--- src/rtl/l_transform_seq.sv ---
// Iterative Kuznyechik linear layer: sixteen R (or R^-1) byte-LFSR steps,
// one step per clock, on a single 128-bit working register.
//
// Ports:
//   clk      clock; all state updates on its rising edge
//   rst      synchronous reset, active low
//   valid_i  upstream offers a block on data_i
//   inv_i    0 = forward L, 1 = inverse L^-1 (latched on accept)
//   data_i   input block, byte a15 = [127:120], byte a0 = [7:0]
//   ready_o  block can be accepted (IDLE only)
//   valid_o  data_o holds a finished result (DONE)
//   data_o   working register, same byte order as data_i
//   ready_i  downstream takes data_o
//   busy_o   transform in progress (RUN)
module l_transform_seq (
    input  logic         clk,
    input  logic         rst,
    input  logic         valid_i,
    input  logic         inv_i,
    input  logic [127:0] data_i,
    output logic         ready_o,
    output logic         valid_o,
    output logic [127:0] data_o,
    input  logic         ready_i,
    output logic         busy_o
);

    typedef enum logic [1:0] {
        IDLE,
        RUN,
        DONE
    } state_t;

    // l() weights, byte-aligned: the weight of a_i sits at [8*i +: 8]
    localparam logic [127:0] L_COEF =
        128'h94_20_85_10_C2_C0_01_FB_01_C0_C2_10_85_20_94_01;

    state_t       state_q, state_d;
    logic [127:0] work_q, work_d;
    logic [3:0]   cnt_q, cnt_d;
    logic         inv_q, inv_d;

    logic [127:0] rot;
    logic [127:0] r_fwd;
    logic [127:0] r_inv;

    // GF(2^8) multiply modulo x^8+x^7+x^6+x+1; b is always a constant
    // weight here, so this folds into a small XOR network.
    function automatic logic [7:0] gf_mul(
        input logic [7:0] a,
        input logic [7:0] b
    );
        logic [7:0] p;
        logic [7:0] x;
        p = '0;
        x = a;
        for (int i = 0; i < 8; i++) begin
            if (b[i]) p = p ^ x;
            x = x[7] ? ({x[6:0], 1'b0} ^ 8'hC3) : {x[6:0], 1'b0};
        end
        return p;
    endfunction

    function automatic logic [7:0] l_func(input logic [127:0] a);
        logic [7:0] acc;
        acc = '0;
        for (int i = 0; i < 16; i++) begin
            acc = acc ^ gf_mul(a[8*i +: 8], L_COEF[8*i +: 8]);
        end
        return acc;
    endfunction

    // R: new byte enters at the top, everything shifts down one byte.
    assign r_fwd = {l_func(work_q), work_q[127:8]};

    // R^-1 feeds l() with (a14..a0, a15), which is the register
    // rotated left by one byte; new byte enters at the bottom.
    assign rot   = {work_q[119:0], work_q[127:120]};
    assign r_inv = {work_q[119:0], l_func(rot)};

    always_ff @(posedge clk) begin
        if (!rst) begin
            state_q <= IDLE;
            work_q  <= '0;
            cnt_q   <= '0;
            inv_q   <= 1'b0;
        end else begin
            state_q <= state_d;
            work_q  <= work_d;
            cnt_q   <= cnt_d;
            inv_q   <= inv_d;
        end
    end

    always_comb begin
        state_d = state_q;
        work_d  = work_q;
        cnt_d   = cnt_q;
        inv_d   = inv_q;
        unique case (state_q)
            IDLE: begin
                if (valid_i) begin
                    work_d  = data_i;
                    inv_d   = inv_i;
                    cnt_d   = '0;
                    state_d = RUN;
                end
            end
            RUN: begin
                work_d = inv_q ? r_inv : r_fwd;
                cnt_d  = cnt_q + 4'd1;
                if (cnt_q == 4'd15) state_d = DONE;
            end
            DONE: begin
                if (ready_i) state_d = IDLE;
            end
            default: state_d = IDLE;
        endcase
    end

    assign ready_o = (state_q == IDLE);
    assign busy_o  = (state_q == RUN);
    assign valid_o = (state_q == DONE);
    assign data_o  = work_q;

endmodule

--- config.mk ---
export PLATFORM = sky130hd
export DESIGN_NAME = l_transform_seq
export DESIGN_NICKNAME = d
export VERILOG_FILES = /design/src/rtl/l_transform_seq.sv
export SDC_FILE = /design/constraint.sdc
export NUM_CORES = 1
export LEC_CHECK = 0
export BUFFER_PORTS_ARGS = -buffer_cell sky130_fd_sc_hd__buf_2
export CAP_MARGIN = 20
export CORE_ASPECT_RATIO = 2
export CORE_MARGIN = 5
export CORE_UTILIZATION = 54
export CTS_CLUSTER_SIZE = 8
export DETAILED_ROUTE_END_ITERATION = 12
export PLACE_DENSITY_LB_ADDON = 0.12
export RECOVER_POWER = 50
export SLEW_MARGIN = 20
export SYNTH_ARGS = -nofsm -noshare
export SYNTH_HDL_FRONTEND = slang
export SYNTH_SLANG_ARGS = --single-unit
--- constraint.sdc ---
create_clock -name clk -period 5.3 [get_ports clk]
set_clock_uncertainty 0.15 [all_clocks]
set_input_delay 1.06 -clock clk [delete_from_list [all_inputs] [get_ports clk]]
set_output_delay 1.06 -clock clk [all_outputs]
set_load 0.01 [all_outputs]
==> results.md, run 1 <==
- At the later pin of the worst-skew pair, clock insertion delay measures 450 ps.
- After clock tree synthesis, the setup repair step added 0 buffers.
- The number of antenna cells inserted is 0.
- In this run, post-CTS hold repair placed 0 buffers.
- The number of slew-limit violations in the final report is 78.
- Counting flops with a built-in enable in the synthesized netlist gives 0.
- The filler cells instantiated in the layout total 2150.
- For the pin with the worst max-slew slack, the measured transition is 2850 ps.
- After detailed routing, the total wire length is 48900 µm.
- Measured against the total synthesized area, the mux share comes to 0.101.
- The minimum setup slack in the final design is 1130 ps.
- Relative to the synthesized area, the layout overhead comes to 13.3%.
- After clock tree synthesis, the clock-pin slew on the worst setup and hold paths is 60 ps.
- The number of rows in the core area is 79.
- By area the synthesized netlist is led by sky130_fd_sc_hd__dfxtp_1 (21%), sky130_fd_sc_hd__xnor3_1 (16%), sky130_fd_sc_hd__xnor2_1 (16%), sky130_fd_sc_hd__mux2i_1 (9.6%), sky130_fd_sc_hd__nand2_1 (7.0%).
- The leftover overflow at the end of global routing is 0.
- For this block, the initial DRC count from the detailed router was 1076.
- The depth of the CTS H-tree is 4.
- The net count of the finished layout is 1634.
- For this run, the register share of the synthesized area comes to 0.213.
- Across the run, the number of max-cap violations was 1.
- The number of instances in the synthesized netlist is 1359.
- The number of warnings issued by yosys is 0.
- By count the netlist is led by sky130_fd_sc_hd__nand2_1 (238), sky130_fd_sc_hd__xnor2_1 (225), sky130_fd_sc_hd__dfxtp_1 (135).
- Registers take 2710 µm².
- The tree built by TritonCTS fans out to 135 sinks.
- Summing over every cut layer, the via total after detailed routing is 10800.
- The compound-cell area share of the yosys netlist is 0.156.
- The fraction of synthesized cell area in xor and xnor cells is 0.394.
- The highest fanout seen on the critical path is 77.
- The first global-routing pass estimated 70400 µm of wire.
- 264 I/O pins were placed.
- The area share of the leading cell type in the synthesized netlist is 0.213.
- The post-synthesis cell type count is 44.
- The most instantiated flip-flop cell in the synthesis netlist is sky130_fd_sc_hd__dfxtp_1.
- After synthesis, the share of flip-flops with an asynchronous set or reset is 0.
- The summed negative setup slack over all endpoints is 0 ps.
- In the final routed layout, each cell accounts on average for 27.3 µm.
- Measured along the x axis, the die boundary spans 118 µm.
- Routability-driven placement finished with a final weighted congestion of 1.04.
- The post-synth net total is 1493.
- The final period demand of the worst path is 4170 ps.
- The kind of end point of the critical path is a flip-flop.
- The number of global-route vias before repair is 10700.
- The final reports fail on capacitance limit, slew limit.
- IR analysis of the VDD net gives a maximum drop of 0.381 mV.
- The total standard cell area after synthesis is 12700 µm².
- The area of the die is 26800 µm².
- The worst endpoint required time is 5520 ps.
- For the worst setup path, the data arrival time is 4390 ps.
- The multi-input gate area in the final layout is 9340 µm².
- Setup repair after global routing left no endpoint under its margin.
- The cell type contributing the most total cell area after synthesis is sky130_fd_sc_hd__dfxtp_1.
- Setup violations remaining at the end of the flow were counted as 0.
- The run finished, with violations left.
- The worst setup path is of the in2reg kind.
- The initial antenna violation count is 0.
- After legalization and detailed placement, the total HPWL measured 36700 µm.
- After detailed routing, the number of remaining DRC violations is 0.
- The count of TritonRoute iterations in the first routing pass is 5.
- The adder-cell area share of the yosys netlist is 0.000987.
- The most common cell in the synthesized netlist is sky130_fd_sc_hd__nand2_1.
- Using the TritonRoute via totals, the vias-per-cell ratio works out to 6.04.
- The root cell of the clock tree is sky130_fd_sc_hd__clkbuf_16.
- For this configuration, the core starts out at a cell density of 0.546.
- The post-placement worst setup slack is 2040 ps.
- The die outline height is 227 µm.
- Of the available clock period, the critical path in the final layout requires 0.787.
- In this run the remaining antenna-violating nets after routing total 0.
- Clock tree synthesis inserted a total of 17 buffers.
- In this run the cell area measured after placement is 13900 µm².
- The count of endpoints failing hold in the final timing report is 0.
- Gates resized during post-CTS repair numbered 0.
- The post-route non-filler standard cell count is 1795.
- For this design the ratio of total power to cell area is 594 nW/µm².
- The flip-flop and latch count after synthesis is 135.
- The type of the worst min-delay path is reg2reg.
- The clock passes through at most 2 buffers.
- Measured on the finished design, the core utilization comes to 0.618.
- Across every metal layer, demand over resource in global routing totals 0.356.
- The static leakage is 5.70 nW.
- The post-synthesis simple-gate area fraction is 0.0845.
- The number of cells after detailed placement is 1764.
- The number of buffers inserted by port buffering is 263.
- The placeable core area is 23200 µm².
- The startpoint type of the worst setup path is an input port.
- The upper clock frequency limit is 240 MHz.
- TritonCTS built the clock tree.
- By area, the combinational part of the netlist is dominated by XOR/XNOR gates.
- The layout cell share with drive strength beyond 1 is 0.131.
- The worst max-slew margin expressed relative to the limit is -0.898.
- The final design instance area without fill is 14400 µm².
- The pin count of the biggest net entering global routing is 113.
- The average size of a mapped cell is 9.33 µm².
kinds of logic (layout without fill, tap and decap cells):
| family | count (synthesis) | count (layout) |
|---|---|---|
| compound gates | 273 | 273 |
| mux | 127 | 127 |
| simple gates | 270 | 270 |
| xor+xnor | 396 | 396 |
| fa+ha+maj | 1 | 1 |
| buf+inv | 157 | 310 |
| flops | 135 | 135 |
state kept, by name, indices dropped and copies added (netlist names):
name	count
cnt_q	4
inv_q	1
state_q	2
data_o	128
worst paths after layout:
kind	slack, ps	cells past startpoint	start	endpoint
worst max-delay path	1130	6	valid_i	data_o[62]
worst min-delay path	410	2	cnt_q[3]	cnt_q[3]
worst max register to register	1480	5	state_q[0]	data_o[62]
worst min register to register	410	2	cnt_q[3]	cnt_q[3]
through the flow:
step,power (mW),hold slack [ps]
after floorplan,5.79,362
after global placement,7.06,377
after detailed placement,7.09,390
after CTS,8.52,407
after global routing,8.86,433
final,8.54,406
worst max-delay path: stages:
cell                       delay, ps
sky130_fd_sc_hd__buf_2           100
sky130_fd_sc_hd__nor2_1          180
sky130_fd_sc_hd__or2_1          2080
sky130_fd_sc_hd__buf_4           600
sky130_fd_sc_hd__nand2_1         100
sky130_fd_sc_hd__a21boi_0        210
layout by cell type (no fill, tap or decap), drive strengths merged, types with 2 or more instances in the layout:
cell    netlist  layout
a211oi        3       3
a21boi      113     113
a21oi        15      15
and2          2       2
and3          2       2
buf          39     149
bufinv        0       6
clkbuf      117     149
clkinv        0       3
dfxtp       135     135
inv           1       2
mux2          5       5
mux2i       122     122
nand2       238     238
nand2b        3       3
nand3         4       4
nand3b        2       2
nor2          8       8
nor2b         6       6
o211ai      117     117
o21a          2       2
o21ai        17      17
or3           4       4
xnor2       230     230
xnor3        94      94
xor2         62      62
xor3         10      10
per-layer routing:
layer / wire (µm) / share of wire / up-vias / global-route usage
li1: - / - / 4911 / -
met1: 17400 / 0.36 / 5235 / 0.397
met2: 24800 / 0.51 / 549 / 0.624
met3: 2800 / 0.057 / 146 / 0.0447
met4: 3930 / 0.080 / 0 / 0.247
met5: 0 / 0 / - / 0
report_power, final:
part	switching, mW	internal, mW	leakage [nW]
Clock	0.484	0.918	0.333
Sequential	0.393	1.13	1.12
Combinational	2.36	3.25	4.25
Total	3.24	5.30	5.70
area by class of cell:
class                      instances  share of cell area
clock buffer                      20              0.0325
clock inverter                    11              0.0152
inverter                           1            0.000610
multi-input combinational       1067               0.650
sequential                       135               0.188
tap                              283              0.0247
timing repair buffer             278              0.0882
(Power assumes the default switching activity.)
==> run 2: changes to the inputs <==
--- a/config.mk
+++ b/config.mk
@@ -9,7 +9,7 @@
 export CAP_MARGIN = 20
 export CORE_ASPECT_RATIO = 2
 export CORE_MARGIN = 5
-export CORE_UTILIZATION = 54
+export CORE_UTILIZATION = 51
 export CTS_CLUSTER_SIZE = 8
 export DETAILED_ROUTE_END_ITERATION = 12
 export PLACE_DENSITY_LB_ADDON = 0.12
==> constraint.sdc (replaced) <==
create_clock -name clk -period 3.4 [get_ports clk]
set_clock_uncertainty 0.15 [all_clocks]
set_input_delay 0.68 -clock clk [delete_from_list [all_inputs] [get_ports clk]]
set_output_delay 0.68 -clock clk [all_outputs]
set_load 0.01 [all_outputs]
==> run 2 against run 1 <==
Compared with the run above:
- the run still ends with capacitance limit, slew limit left
- power is 55% higher
- first-iteration DRC count is 30% lower
- clock power is 30% higher
- global-route usage up 3.1 points
- setup slack lost 980 ps
- cell area increased by 5.9%
- hold slack worse by 78 ps
- routed wire length rose by 12%
- non-clock buffer count increased by 114
- flip-flop and latch count unchanged
- register-to-register slack got worse by 1300 ps
- die area grew 5.5%
- critical path type is now reg2reg
- highest routed layer unchanged
==> results.md, run 2 (synthesized netlist as in run 1, its figures left out) <==
- Status: finished, violations left (unchanged).
- Violated checks: capacitance limit, slew limit (unchanged).
- The count of TritonRoute iterations in the first routing pass is 5 (unchanged).
- The root cell of the clock tree is sky130_fd_sc_hd__clkbuf_16 (unchanged).
- The static leakage came to 6.49 nW (was 5.70 nW).
- The number of sinks driven by the clock tree is 135 (unchanged).
- The share of the clock period used by the worst path after layout is 0.956.
- The depth of the CTS H-tree is 4 (unchanged).
- The initial detailed-routing violation count was 757 (was 1076).
- The total clock buffers created by CTS is 17 (unchanged).
- The largest voltage drop on the vdd net was 0.610 mV (was 0.381 mV).
- The count of endpoints failing hold in the final timing report is 0 (unchanged).
- The detail-routed net length per standard cell is 28.1 µm (was 27.3 µm).
- The slew at the pin with the worst max-slew slack is 1880 ps (was 2850 ps).
- The switching part of the total was 0.394 (was 0.379).
- The most frequent standard cell in the layout excluding fill and tap cells is sky130_fd_sc_hd__buf_2 (was sky130_fd_sc_hd__nand2_1).
- The worst reg2reg path depth is 8 (was 5).
- The ratio of total power to cell area is 871 nW/µm² (was 594 nW/µm²).
- The area of the die is 28300 µm² (was 26800 µm²).
- The number of cells upsized or downsized after cts is 0 (unchanged).
- RSZ-0062 raised after global routing: no (unchanged).
- Based on the critical path, the design can be clocked at up to 308 MHz.
- The worst slack on hold paths is 328 ps (was 406 ps).
- The global-route usage over all layers came to 0.387 (was 0.356).
- The total detailed-routing wirelength came to 55000 µm (was 48900 µm).
- The floorplan die width is 121 µm (was 118 µm).
- The global placement routability congestion is 1.05 (was 1.04).
- The placed cell area is 14900 µm² (was 13900 µm²).
- The number of global-route vias before repair is 11500 (was 10700).
- The global-route wire length before repair is 77900 µm (was 70400 µm).
- The post-detailed-placement half-perimeter wirelength came to 42800 µm (was 36700 µm).
- The signal arrival time at the worst endpoint came to 3450 ps (was 4390 ps).
- The number of antenna cells inserted came to 0 (unchanged).
- The critical path start-end classification is reg2reg (was in2reg).
- The final design instance area without fill is 15200 µm² (was 14400 µm²).
- The count of nets after finishing is 1748 (was 1634).
- The number of flip-flops in the largest register was 128 (unchanged).
- The post-CTS setup repair buffer count is 0 (unchanged).
- The startpoint type of the worst setup path was a flip-flop (was input port).
- The kind of end point of the critical path was a flip-flop (unchanged).
- The sequential power share was 0.161 (was 0.178).
- The buffers plus inverters on the worst setup path is 1 (was 2).
- The pin count of the biggest net entering global routing was 121 (was 113).
- The layout cell share with drive strength beyond 1 is 0.231 (was 0.131).
- The placeable core area is 24500 µm² (was 23200 µm²).
- The end of the worst register-to-register path is data_o[125] (was data_o[62]).
- The highest fanout seen on the critical path is 7 (was 77).
- The most used cell along the critical path is sky130_fd_sc_hd__xnor2_1.
- The initial antenna violation count is 0 (unchanged).
- The final period demand of the worst path is 3250 ps.
- The worst reg-to-reg setup slack is 150 ps (was 1480 ps).
- The cell family with the largest share of critical-path delay is XOR/XNOR gates (was simple AND/OR/NAND/NOR gates).
- The number of maximum-capacitance violations came to 1 (unchanged).
- The number of slew-limit violations in the final report is 25 (was 78).
- The count of pins on the block boundary was 264 (unchanged).
- The leftover overflow at the end of global routing is 0 (unchanged).
- The combinational share of power is 0.702 (was 0.657).
- The count of hold buffers inserted by post-cts repair is 0 (unchanged).
- The maximum cell stage delay along the critical path was 610 ps (was 2080 ps).
- The number of cells on the critical path came to 8 (was 6).
- The startpoint of the lowest-slack register-to-register path is data_o[93] (was state_q[0]).
- The summed negative setup slack over all endpoints was 0 ps (unchanged).
- The internal power contribution is 8.03 mW (was 5.30 mW).
- Most used cells in the layout excluding fill and tap cells: sky130_fd_sc_hd__buf_2 (242), sky130_fd_sc_hd__nand2_1 (238), sky130_fd_sc_hd__xnor2_1 (225) (was sky130_fd_sc_hd__nand2_1 (238), sky130_fd_sc_hd__xnor2_1 (225), sky130_fd_sc_hd__buf_2 (139)).
- The clock group share of total power is 0.138 (was 0.164).
- The CTS tree is done (unchanged).
- The total setup violations reported at the end of the flow came to 0 (unchanged).
- The last element of the critical path is data_o[125] (was data_o[62]).
- The number of rows in the core area is 81 (was 79).
- The initial core utilization is 0.517 (was 0.546).
- The number of buffers inserted by port buffering was 263 (unchanged).
- The worst max-slew margin expressed relative to the limit is -0.253 (was -0.898).
- The switching power of the nets is 5.21 mW (was 3.24 mW).
- The number of antenna-violating nets in the routed design is 0 (unchanged).
- The maximum root-to-sink buffer count was 2 (unchanged).
- The register clock-pin slew on the reported worst setup and hold paths is 60 ps (about the same).
- The detailed-route vias per instance is 5.82 (was 6.04).
- Worst-path cell chain: clkbuf_1 > xnor3_1 > xnor2_1 > xnor2_1 > xnor3_1 > xnor2_1 > o211ai_1 > and3_1 (was buf_2 > nor2_1 > or2_1 > buf_4 > nand2_1 > a21boi_0).
- The launch point of the worst path is data_o[93] (was valid_i).
- The number of vias in the routed layout is 11400 (was 10800).
- The clock latency of the later-clocked register in the worst-skew pair is 450 ps (about the same).
- The type of the worst min-delay path is in2reg (was reg2reg).
- The worst endpoint required time is 3600 ps (was 5520 ps).
- The layout-stage area growth over the synthesis result was 19.9% (was 13.3%).
- The final routed DRC violation total came to 0 (unchanged).
- The die outline height is 233 µm (was 227 µm).
- The worst-path cell with the longest stage delay is sky130_fd_sc_hd__xnor2_1 (was sky130_fd_sc_hd__or2_1).
-- run 2: changes by cell type in the layout (fill, tap and decap cells not counted), moves of 2 or more --
cell / before / now
sky130_fd_sc_hd__buf_2: 139 / 242
sky130_fd_sc_hd__buf_4: 9 / 78
sky130_fd_sc_hd__clkbuf_1: 129 / 66
sky130_fd_sc_hd__buf_12: 1 / 7
sky130_fd_sc_hd__bufinv_16: 6 / 1
sky130_fd_sc_hd__clkbuf_8: 3 / 0
sky130_fd_sc_hd__clkinv_4: 2 / 4
sky130_fd_sc_hd__clkinvlp_4: 1 / 3
sky130_fd_sc_hd__inv_6: 2 / 4
-- run 2: metrics by stage --
stage / instances / total power [mW] / setup WS, ps / utilization
floorplan: 1359 / 9.03 / 590 / -
global placement: 1927 / 11.3 / 202 / 0.606
detailed placement: 1927 / 11.4 / 211 / 0.606
CTS: 1959 / 13.2 / 206 / 0.629
global route: 1959 / 13.7 / 91.1 / 0.620
finish: 1959 / 13.2 / 151 / 0.620
-- run 2: layout make-up --
class,count,area [µm²]
multi-input cells,1067,9340
fillers,2179,9320
flip-flops and latches,135,2700
repair buffers,392,2180
clock buffers,19,433
well taps,332,415
clock inverters,13,124
inverters,1,8.76
-- run 2: power groups by stage --
stage	clock network [mW]	registers [mW]	logic (mW)
2_1_floorplan	0	2.05	6.98
3_3_place_gp	0	2.15	9.19
3_5_place_dp	0	2.15	9.23
4_1_cts	1.83	2.12	9.28
5_1_grt	1.89	2.14	9.70
6_report	1.82	2.13	9.29
-- run 2: worst min path at each step --
stage	slack [ps]	from	cells after the start	end
floorplan	360	cnt_q[3]	2	cnt_q[3]
global placement	370	cnt_q[3]	2	cnt_q[3]
detailed placement	390	cnt_q[3]	2	cnt_q[3]
CTS	320	inv_i	3	inv_q
global route	340	inv_i	3	inv_q
finish	330	inv_i	3	inv_q
-- run 2: tightest hold or removal path, delay by kind of cell --
kind | cells | cell delay (ps)
buf+inv | 1 | 70
simple gates | 1 | 90
mux | 1 | 50
-- run 2: per-layer routing --
layer,routed length (µm),up-vias,share of wire,GRT usage
met5,0,-,0,0
met4,4550,0,0.083,0.272
met3,3090,159,0.056,0.0581
met2,28100,575,0.51,0.675
met1,19200,5527,0.35,0.422
li1,-,5140,-,-
